[src/rtl/rf_pkg.sv]
// Shared definitions for the bypassed register file slice.
// Default geometry, select type and flat-bus slice helper.
package rf_pkg;

  localparam int DEF_DATA_W   = 16;
  localparam int DEF_NUM_REGS = 8;
  localparam int DEF_SEL_W    = $clog2(DEF_NUM_REGS);

  typedef logic [DEF_SEL_W-1:0] rsel_t;

  function automatic int slice_lo(
    input int idx,
    input int w
  );
    return idx * w;
  endfunction

endpackage

[src/rtl/rf_bypass_sb_if.sv]
// Decode/writeback bundle for the bypassed register file.
// master = pipeline side, slave = register file side.
interface rf_bypass_sb_if #(
  parameter int DATA_W   = 16,
  parameter int NUM_REGS = 8,
  parameter int NUM_RD   = 2
);
  localparam int SEL_W = $clog2(NUM_REGS);

  logic [NUM_RD*SEL_W-1:0]  rd_sel;
  logic [NUM_RD*DATA_W-1:0] rd_data;
  logic [NUM_RD-1:0]        rd_busy;
  logic                     wr_en;
  logic [SEL_W-1:0]         wr_sel;
  logic [DATA_W-1:0]        wr_data;
  logic                     issue_en;
  logic [SEL_W-1:0]         issue_sel;
  logic                     err;

  modport master (
    output rd_sel, wr_en, wr_sel, wr_data,
    output issue_en, issue_sel,
    input  rd_data, rd_busy, err
  );

  modport slave (
    input  rd_sel, wr_en, wr_sel, wr_data,
    input  issue_en, issue_sel,
    output rd_data, rd_busy, err
  );

endinterface

[src/rtl/rf_scoreboard.sv]
// Pending-write scoreboard: busy bits, sticky protocol error,
// and per-port busy qualified by the same-cycle writeback.
module rf_scoreboard
  import rf_pkg::*;
#(
  parameter int NUM_REGS = DEF_NUM_REGS,
  parameter int NUM_RD   = 2,
  parameter bit ZERO_REG = 1'b0,
  localparam int SEL_W   = $clog2(NUM_REGS)
)(
  input  logic                    clk,
  input  logic                    rst,
  input  logic [NUM_RD*SEL_W-1:0] rd_sel_i,
  input  logic                    wr_en_i,
  input  logic [SEL_W-1:0]        wr_sel_i,
  input  logic                    issue_en_i,
  input  logic [SEL_W-1:0]        issue_sel_i,
  output logic [NUM_RD-1:0]       rd_busy_o,
  output logic                    err_o
);

  logic [NUM_REGS-1:0] busy_q, busy_d;
  logic                err_q, err_d;
  logic                waw, orphan, wr_live;

  assign wr_live = wr_en_i && !(ZERO_REG && wr_sel_i == '0);

  always_comb begin
    busy_d = busy_q;
    // issue after clear: a new producer outranks the retiring one
    if (wr_en_i)    busy_d[wr_sel_i]    = 1'b0;
    if (issue_en_i) busy_d[issue_sel_i] = 1'b1;
    if (ZERO_REG)   busy_d[0]           = 1'b0;
  end

  always_comb begin
    waw    = issue_en_i && busy_q[issue_sel_i]
             && !(wr_en_i && wr_sel_i == issue_sel_i);
    orphan = wr_live && !busy_q[wr_sel_i];
    err_d  = err_q || waw || orphan;
  end

  always_ff @(posedge clk or posedge rst) begin
    if (rst) begin
      busy_q <= '0;
      err_q  <= 1'b0;
    end else begin
      busy_q <= busy_d;
      err_q  <= err_d;
    end
  end

  always_comb begin
    rd_busy_o = '0;
    for (int i = 0; i < NUM_RD; i++) begin
      logic [SEL_W-1:0] s;
      s = rd_sel_i[slice_lo(i, SEL_W) +: SEL_W];
      rd_busy_o[i] = busy_q[s]
                     && !(wr_en_i && wr_sel_i == s);
    end
  end

  assign err_o = err_q;

endmodule

[src/rtl/rf_bypass_sb.sv]
// Parametrised register file with qualified write-to-read bypass,
// optional zero register and a pending-write scoreboard.
module rf_bypass_sb
  import rf_pkg::*;
#(
  parameter int DATA_W   = DEF_DATA_W,
  parameter int NUM_REGS = DEF_NUM_REGS,
  parameter int NUM_RD   = 2,
  parameter bit ZERO_REG = 1'b0
)(
  input  logic         clk,
  input  logic         rst,
  rf_bypass_sb_if.slave bus
);

  localparam int SEL_W = $clog2(NUM_REGS);

  logic [DATA_W-1:0]        regs_q [NUM_REGS];
  logic [NUM_RD*DATA_W-1:0] rd_data;
  logic                     wr_do;

  assign wr_do = bus.wr_en
                 && !(ZERO_REG && bus.wr_sel == '0);

  always_ff @(posedge clk or posedge rst) begin
    if (rst) begin
      for (int r = 0; r < NUM_REGS; r++)
        regs_q[r] <= '0;
    end else if (wr_do) begin
      regs_q[bus.wr_sel] <= bus.wr_data;
    end
  end

  always_comb begin
    rd_data = '0;
    for (int i = 0; i < NUM_RD; i++) begin
      logic [SEL_W-1:0] s;
      logic [DATA_W-1:0] d;
      s = bus.rd_sel[slice_lo(i, SEL_W) +: SEL_W];
      d = regs_q[s];
      if (ZERO_REG && s == '0)
        d = '0;
      else if (bus.wr_en && bus.wr_sel == s)
        d = bus.wr_data;
      rd_data[slice_lo(i, DATA_W) +: DATA_W] = d;
    end
  end

  assign bus.rd_data = rd_data;

  rf_scoreboard #(
    .NUM_REGS (NUM_REGS),
    .NUM_RD   (NUM_RD),
    .ZERO_REG (ZERO_REG)
  ) u_sb (
    .clk         (clk),
    .rst         (rst),
    .rd_sel_i    (bus.rd_sel),
    .wr_en_i     (bus.wr_en),
    .wr_sel_i    (bus.wr_sel),
    .issue_en_i  (bus.issue_en),
    .issue_sel_i (bus.issue_sel),
    .rd_busy_o   (bus.rd_busy),
    .err_o       (bus.err)
  );

endmodule
[src/flat_wrapper.sv]
// flat-port wrapper written by rule: the top's interface ports become plain ports
module rf_bypass_sb_flat import rf_pkg::*;
#(
  parameter int DATA_W   = DEF_DATA_W,
  parameter int NUM_REGS = DEF_NUM_REGS,
  parameter int NUM_RD   = 2,
  parameter bit ZERO_REG = 1'b0
)
  (clk, rst, bus_rd_sel, bus_wr_en, bus_wr_sel, bus_wr_data, bus_issue_en, bus_issue_sel, bus_rd_data, bus_rd_busy, bus_err);
  rf_bypass_sb_if #(.DATA_W(DATA_W), .NUM_REGS(NUM_REGS), .NUM_RD(NUM_RD)) bus_i ();
  input  logic clk;
  input  logic rst;
  input wire logic [$bits(bus_i.rd_sel)-1:0] bus_rd_sel;
  input wire logic [$bits(bus_i.wr_en)-1:0] bus_wr_en;
  input wire logic [$bits(bus_i.wr_sel)-1:0] bus_wr_sel;
  input wire logic [$bits(bus_i.wr_data)-1:0] bus_wr_data;
  input wire logic [$bits(bus_i.issue_en)-1:0] bus_issue_en;
  input wire logic [$bits(bus_i.issue_sel)-1:0] bus_issue_sel;
  output wire logic [$bits(bus_i.rd_data)-1:0] bus_rd_data;
  output wire logic [$bits(bus_i.rd_busy)-1:0] bus_rd_busy;
  output wire logic [$bits(bus_i.err)-1:0] bus_err;
  assign bus_i.rd_sel = bus_rd_sel;
  assign bus_i.wr_en = bus_wr_en;
  assign bus_i.wr_sel = bus_wr_sel;
  assign bus_i.wr_data = bus_wr_data;
  assign bus_i.issue_en = bus_issue_en;
  assign bus_i.issue_sel = bus_issue_sel;
  assign bus_rd_data = bus_i.rd_data;
  assign bus_rd_busy = bus_i.rd_busy;
  assign bus_err = bus_i.err;
  rf_bypass_sb #(.DATA_W(DATA_W), .NUM_REGS(NUM_REGS), .NUM_RD(NUM_RD), .ZERO_REG(ZERO_REG)) u_core (.clk(clk), .rst(rst), .bus(bus_i));
endmodule
[config.mk]
export PLATFORM = sky130hd
export DESIGN_NAME = rf_bypass_sb_flat
export DESIGN_NICKNAME = d
export VERILOG_FILES = /design/src/rtl/rf_pkg.sv /design/src/rtl/rf_bypass_sb_if.sv /design/src/rtl/rf_scoreboard.sv /design/src/rtl/rf_bypass_sb.sv /design/src/flat_wrapper.sv
export SDC_FILE = /design/constraint.sdc
export NUM_CORES = 1
export LEC_CHECK = 0
export BUFFER_PORTS_ARGS = -buffer_cell sky130_fd_sc_hd__buf_2
export CORE_ASPECT_RATIO = 0.6
export CORE_MARGIN = 4
export CORE_UTILIZATION = 43
export DETAILED_ROUTE_END_ITERATION = 16
export PLACE_DENSITY_LB_ADDON = 0.08
export SLEW_MARGIN = 40
export SYNTH_ARGS = -nofsm -noshare
export SYNTH_HDL_FRONTEND = slang
export SYNTH_HIERARCHICAL = 1
export SYNTH_SLANG_ARGS = --single-unit
[constraint.sdc]
create_clock -name clk -period 4.8 [get_ports clk]
set_input_delay 0.48 -clock clk [delete_from_list [all_inputs] [get_ports clk]]
set_output_delay 0.48 -clock clk [all_outputs]
set_load 0.03 [all_outputs]
**After elaboration in Yosys (flattened, before gate mapping)**

Index checks and enable logic that the tools add are counted.

- Register bits after elaboration: 137
- Word-level logic and storage cells: 71

- Bitwise operators: 6
- Mux-type cells: 25
- Reduce and logical (&&, ||, !) cells: 17
- $lt $le $gt $ge: 10
- Equality and inequality tests: 3

Operators by type and width:

| kind | number |
|---|---|
| $bwmux W128 | 1 |
| $mux W16 | 7 |
| $bmux W16 S3 | 2 |
| $demux W16 S3 | 1 |
| $lt A3 B4 Y1 const B | 4 |
| $mux W8 | 2 |
| $bmux W1 S3 | 4 |
| $ge A4 B4 Y1 const B | 3 |
| $not A3 Y4 | 3 |
| $logic_and A1 B1 Y1 | 11 |
| $eq A3 B3 Y1 | 3 |
| $and A8 B8 Y8 | 1 |
| $not A8 Y8 | 1 |
| $or A8 B8 Y8 | 1 |
| $demux W1 S3 | 2 |
| $ge A3 B1 Y1 const B | 2 |
| $mux W1 | 6 |
| $logic_not A1 Y1 | 4 |
| $lt A4 B1 Y1 const B | 1 |
| $logic_or A1 B1 Y1 | 2 |

**Longest topological paths before layout**

- Word-level depth: 9
- Gate-level depth with buffers: 6
- Depth with buffers taken out: 4

**Cells and area by module**

Netlist, hierarchy kept.

By module, submodules not included:

| module | cells each | area each (µm²) | instances |
|---|---|---|---|
| rf_bypass_sb | 453 | 7505.9 | 1 |
| rf_scoreboard | 74 | 760.7 | 1 |

**Least setup slack after synthesis**

Ideal clock, no wire load.

- Kind: input to output
- Start: input bus_rd_sel[0]
- End: output bus_rd_data[0]
- Path slack: 2.465 ns
- Stages: 5
- Arrival: 1.855 ns
- Path buffers: 2
- Cells stage by stage: buf_6 -> buf_6 -> mux4_1 -> mux2_2 -> mux2_2

- Longest elaborated chain between the ends: 5
- Elaborated cells between the ends (all ways): 7

Ends and longest elaborated chain:

| element | line | text |
|---|---|---|
| from (decl) | flat_wrapper.sv:13 | `input wire logic [$bits(bus_i.rd_sel)-1:0] bus_rd_sel;` |
| $not A3 Y4 (not written as such) | rf_bypass_sb.sv:40 | `d = regs_q[s];` |
| $bmux W16 S3 | rf_bypass_sb.sv:40 |  |
| $mux W16 (not written as such) (2 in series) | rf_bypass_sb.sv:40 |  |
| $mux W16 * | rf_bypass_sb.sv:43 | `else if (bus.wr_en && bus.wr_sel == s)` |
| to (decl) | flat_wrapper.sv:19 | `output wire logic [$bits(bus_i.rd_data)-1:0] bus_rd_data;` |

Mark *: on every way between the ends. The rest lies on a longest branch, timed or not. The select of a mux whose other input is x is not followed.

**Worst setup path after layout**

- Start: input bus_rd_sel[3]
- End: output bus_rd_data[22]

Same word-level chain as after synthesis.

==> results.yml <==
yosys:
  syn_area_um2: 8270
  synth_edf_count: 0
  synth_warnings: 6
  avgSynthCellArea_um2: 15.7
  async_flop_share_pct: 100
  ys_ff_latch: 137
  yosysMostFrequentCell: "mux2_2"
  synth_top_area_cell: "dfrtp_1"
  synth_cells: 527
  yosysTopAreaCellShare_pct: 41.5
  ys_seq_area_share_pct: 41.5
  synthTopCellsByArea: "dfrtp_1, mux2_2, mux4_1, mux4_2, mux2_4"
  synth_flop_cell: "dfrtp_1"
  yosysUniqueCellTypes: 29
  synth.top_cells.by_count: "mux2_2, dfrtp_1, mux4_1"
  syn_nets: 559
timing:
  fmax_mhz: 320
  setup_violations: 0
  period_share_pct: 65.1
  hold_ws_ps: 74.6
  hold_viol_final: 0
  finalSetupTns_ps: 0
  tightestPinTransition_ps: 823
  report.final.slew_viol_count: 0
  skew_ps: 2.93
  min_period_ps: 3120
  grt_setup_unrepaired: "false"
  max_slew_margin_pct: 44.9
  setup_slack_ps: 1680
route:
  viasPerCell: 5.96
  ant_nets: 0
  num_vias: 4938
  drtIter0Drc: 359
  wirelength_mm: 20.1
  avgRoutedWirePerCell_um: 24.3
  drt-pass1-iter-count: 4
  drc: 0
critical_path:
  end_kind: "output pin"
  critical_path_arrival_ps: 2640
  critPathKind: "in2out"
  required_ps: 4320
  start_kind: "primary input"
  ff2ff_setup_slack_ps: 3440
  cp-endpoint: "bus_rd_data[22]"
  reg2reg_to: "u_core/u_sb/err_o"
  rr_startpoint: "u_core/u_sb/busy_q[7]"
  worst_r2r_path_depth: 4
  crit_fanout: 20
  cp-startpoint: "bus_rd_sel[3]"
finish:
  diodes: 0
  drive_gt1_share_pct: 57.8
  num-nets-final: 607
  ff_latch_area_um2: 3430
  fillers: 1578
  multi_input_area_um2: 4500
  design_area_um2: 9340
  area_delta_synth_final_pct: 13.0
cts:
  h-tree-depth: 4
  cts_root_buf: "clkbuf_16"
  clk_latency_ps: 420
  cts_max_path_buffers: 2
  post_cts_buffers: 0
  path_clk_slew_ps: 60
  cts.sinks: 137
  cts_resized: 0
  numCtsBuffers: 17
  tritoncts: "yes"
  cts_hold_buf: 0
global_route:
  grt_overflow_total: 0
  grt_pass1_vias: 5293
  antenna_found_initial: 0
  grt_max_degree: 53
  grt_pass1_wl_mm: 32.2
  grt_util_all_layers_pct: 19.8
power_and_ir_drop:
  ir_worst_vdd_uv: 269
  power.leakage_nw: 4.02
  finalPower_w: 0.00415
  pwr_density_cell_nw_per_um2: 444
floorplanning:
  die_h_um: 115
  dieWidth_um: 187
  start_util_pct: 44.8
  placementRows: 38
  ioPinCount: 67
  die_area_um2: 21600
  core_area_um2: 18400
placement:
  dp_hpwl_mm: 13.1
  port_buffers: 66
  place_area_um2: 8710
  globalplace.congestion: 0.833
  post-place-ws_ps: 1610
hold_path:
  hp-class: "in2async"
status:
  outcome: "completed"
run:
  maxCapViolations: 0
==> state kept, by name (all words and copies together) (netlist names) <==
name,count
u_core/regs_q,128
u_core/u_sb/busy_q,8
u_core/u_sb/err_o,1
==> area by class of cell <==
class	count	share of cell area, %
inverter	3	0.147
timing repair buffer	84	5.04
clock buffer	17	4.55
multi-input combinational	332	48.2
clock inverter	15	2.14
tap	240	3.21
sequential	137	36.7
==> routing by layer <==
layer / vias up / wire length, µm / track usage, % / share of wire (%)
met5: - / 0 / 0 / 0
met4: 0 / 183 / 4.38 / 0.91
met3: 17 / 964 / 4.88 / 4.8
met2: 116 / 8920 / 29.5 / 44
met1: 2636 / 10000 / 29.6 / 50
li1: 2169 / - / - / -
==> worst min-delay path by stage <==
stage | start | endpoint | cells past startpoint
global placement | u_core/u_sb/err_o | u_core/u_sb/err_o | 2
detailed placement | u_core/u_sb/err_o | u_core/u_sb/err_o | 2
floorplan | rst | u_core/u_sb/busy_q[0] | 1
global route | rst | u_core/u_sb/busy_q[0] | 2
finish | rst | u_core/u_sb/err_o | 2
CTS | rst | u_core/u_sb/busy_q[0] | 2
==> per-stage QoR <==
step	instances	util [%]
3_5_place_dp	796	47.2
6_report	828	50.6
5_1_grt	828	50.6
2_1_floorplan	527	-
3_3_place_gp	796	47.2
4_1_cts	828	50.6
==> critical path, stage by stage <==
cell    delay, ps
buf_2         510
buf_4         340
mux4_1        590
mux2_2        280
mux2_4        250
buf_2         180
==> logic make-up after synthesis <==
logic type             after synthesis  share of synthesized area, %
AO/OA/AOI/OAI                       24                          1.82
AND/OR/NAND/NOR                     29                          2.27
XOR/XNOR                            13                          1.38
multiplexers                       266                          48.9
buffers and inverters               58                          4.19
flip-flops                         137                          41.5
==> cells in the final DEF (no fill, tap or decap), types with 3 or more instances in the layout <==
cell,instances
bufinv_16,4
nand2b_1,7
dfrtp_1,137
o31ai_1,4
mux2_2,172
buf_2,64
buf_4,20
xnor2_1,13
mux4_1,46
o21ai_1,6
clkinv_4,4
o21ai_0,10
nand4b_1,3
nand2_1,8
clkbuf_16,17
nand4_1,4
mux4_2,25
mux2_4,20
clkinv_2,4
==> where the power goes <==
part	total (W)	internal [W]	switching (W)	leakage, nW
registers	0.00159	0.00141	0.000182	1.64
logic	0.00117	0.000651	0.000514	2.07
clock network	0.00139	0.000871	0.000524	0.307
(Power assumes the default switching activity.)
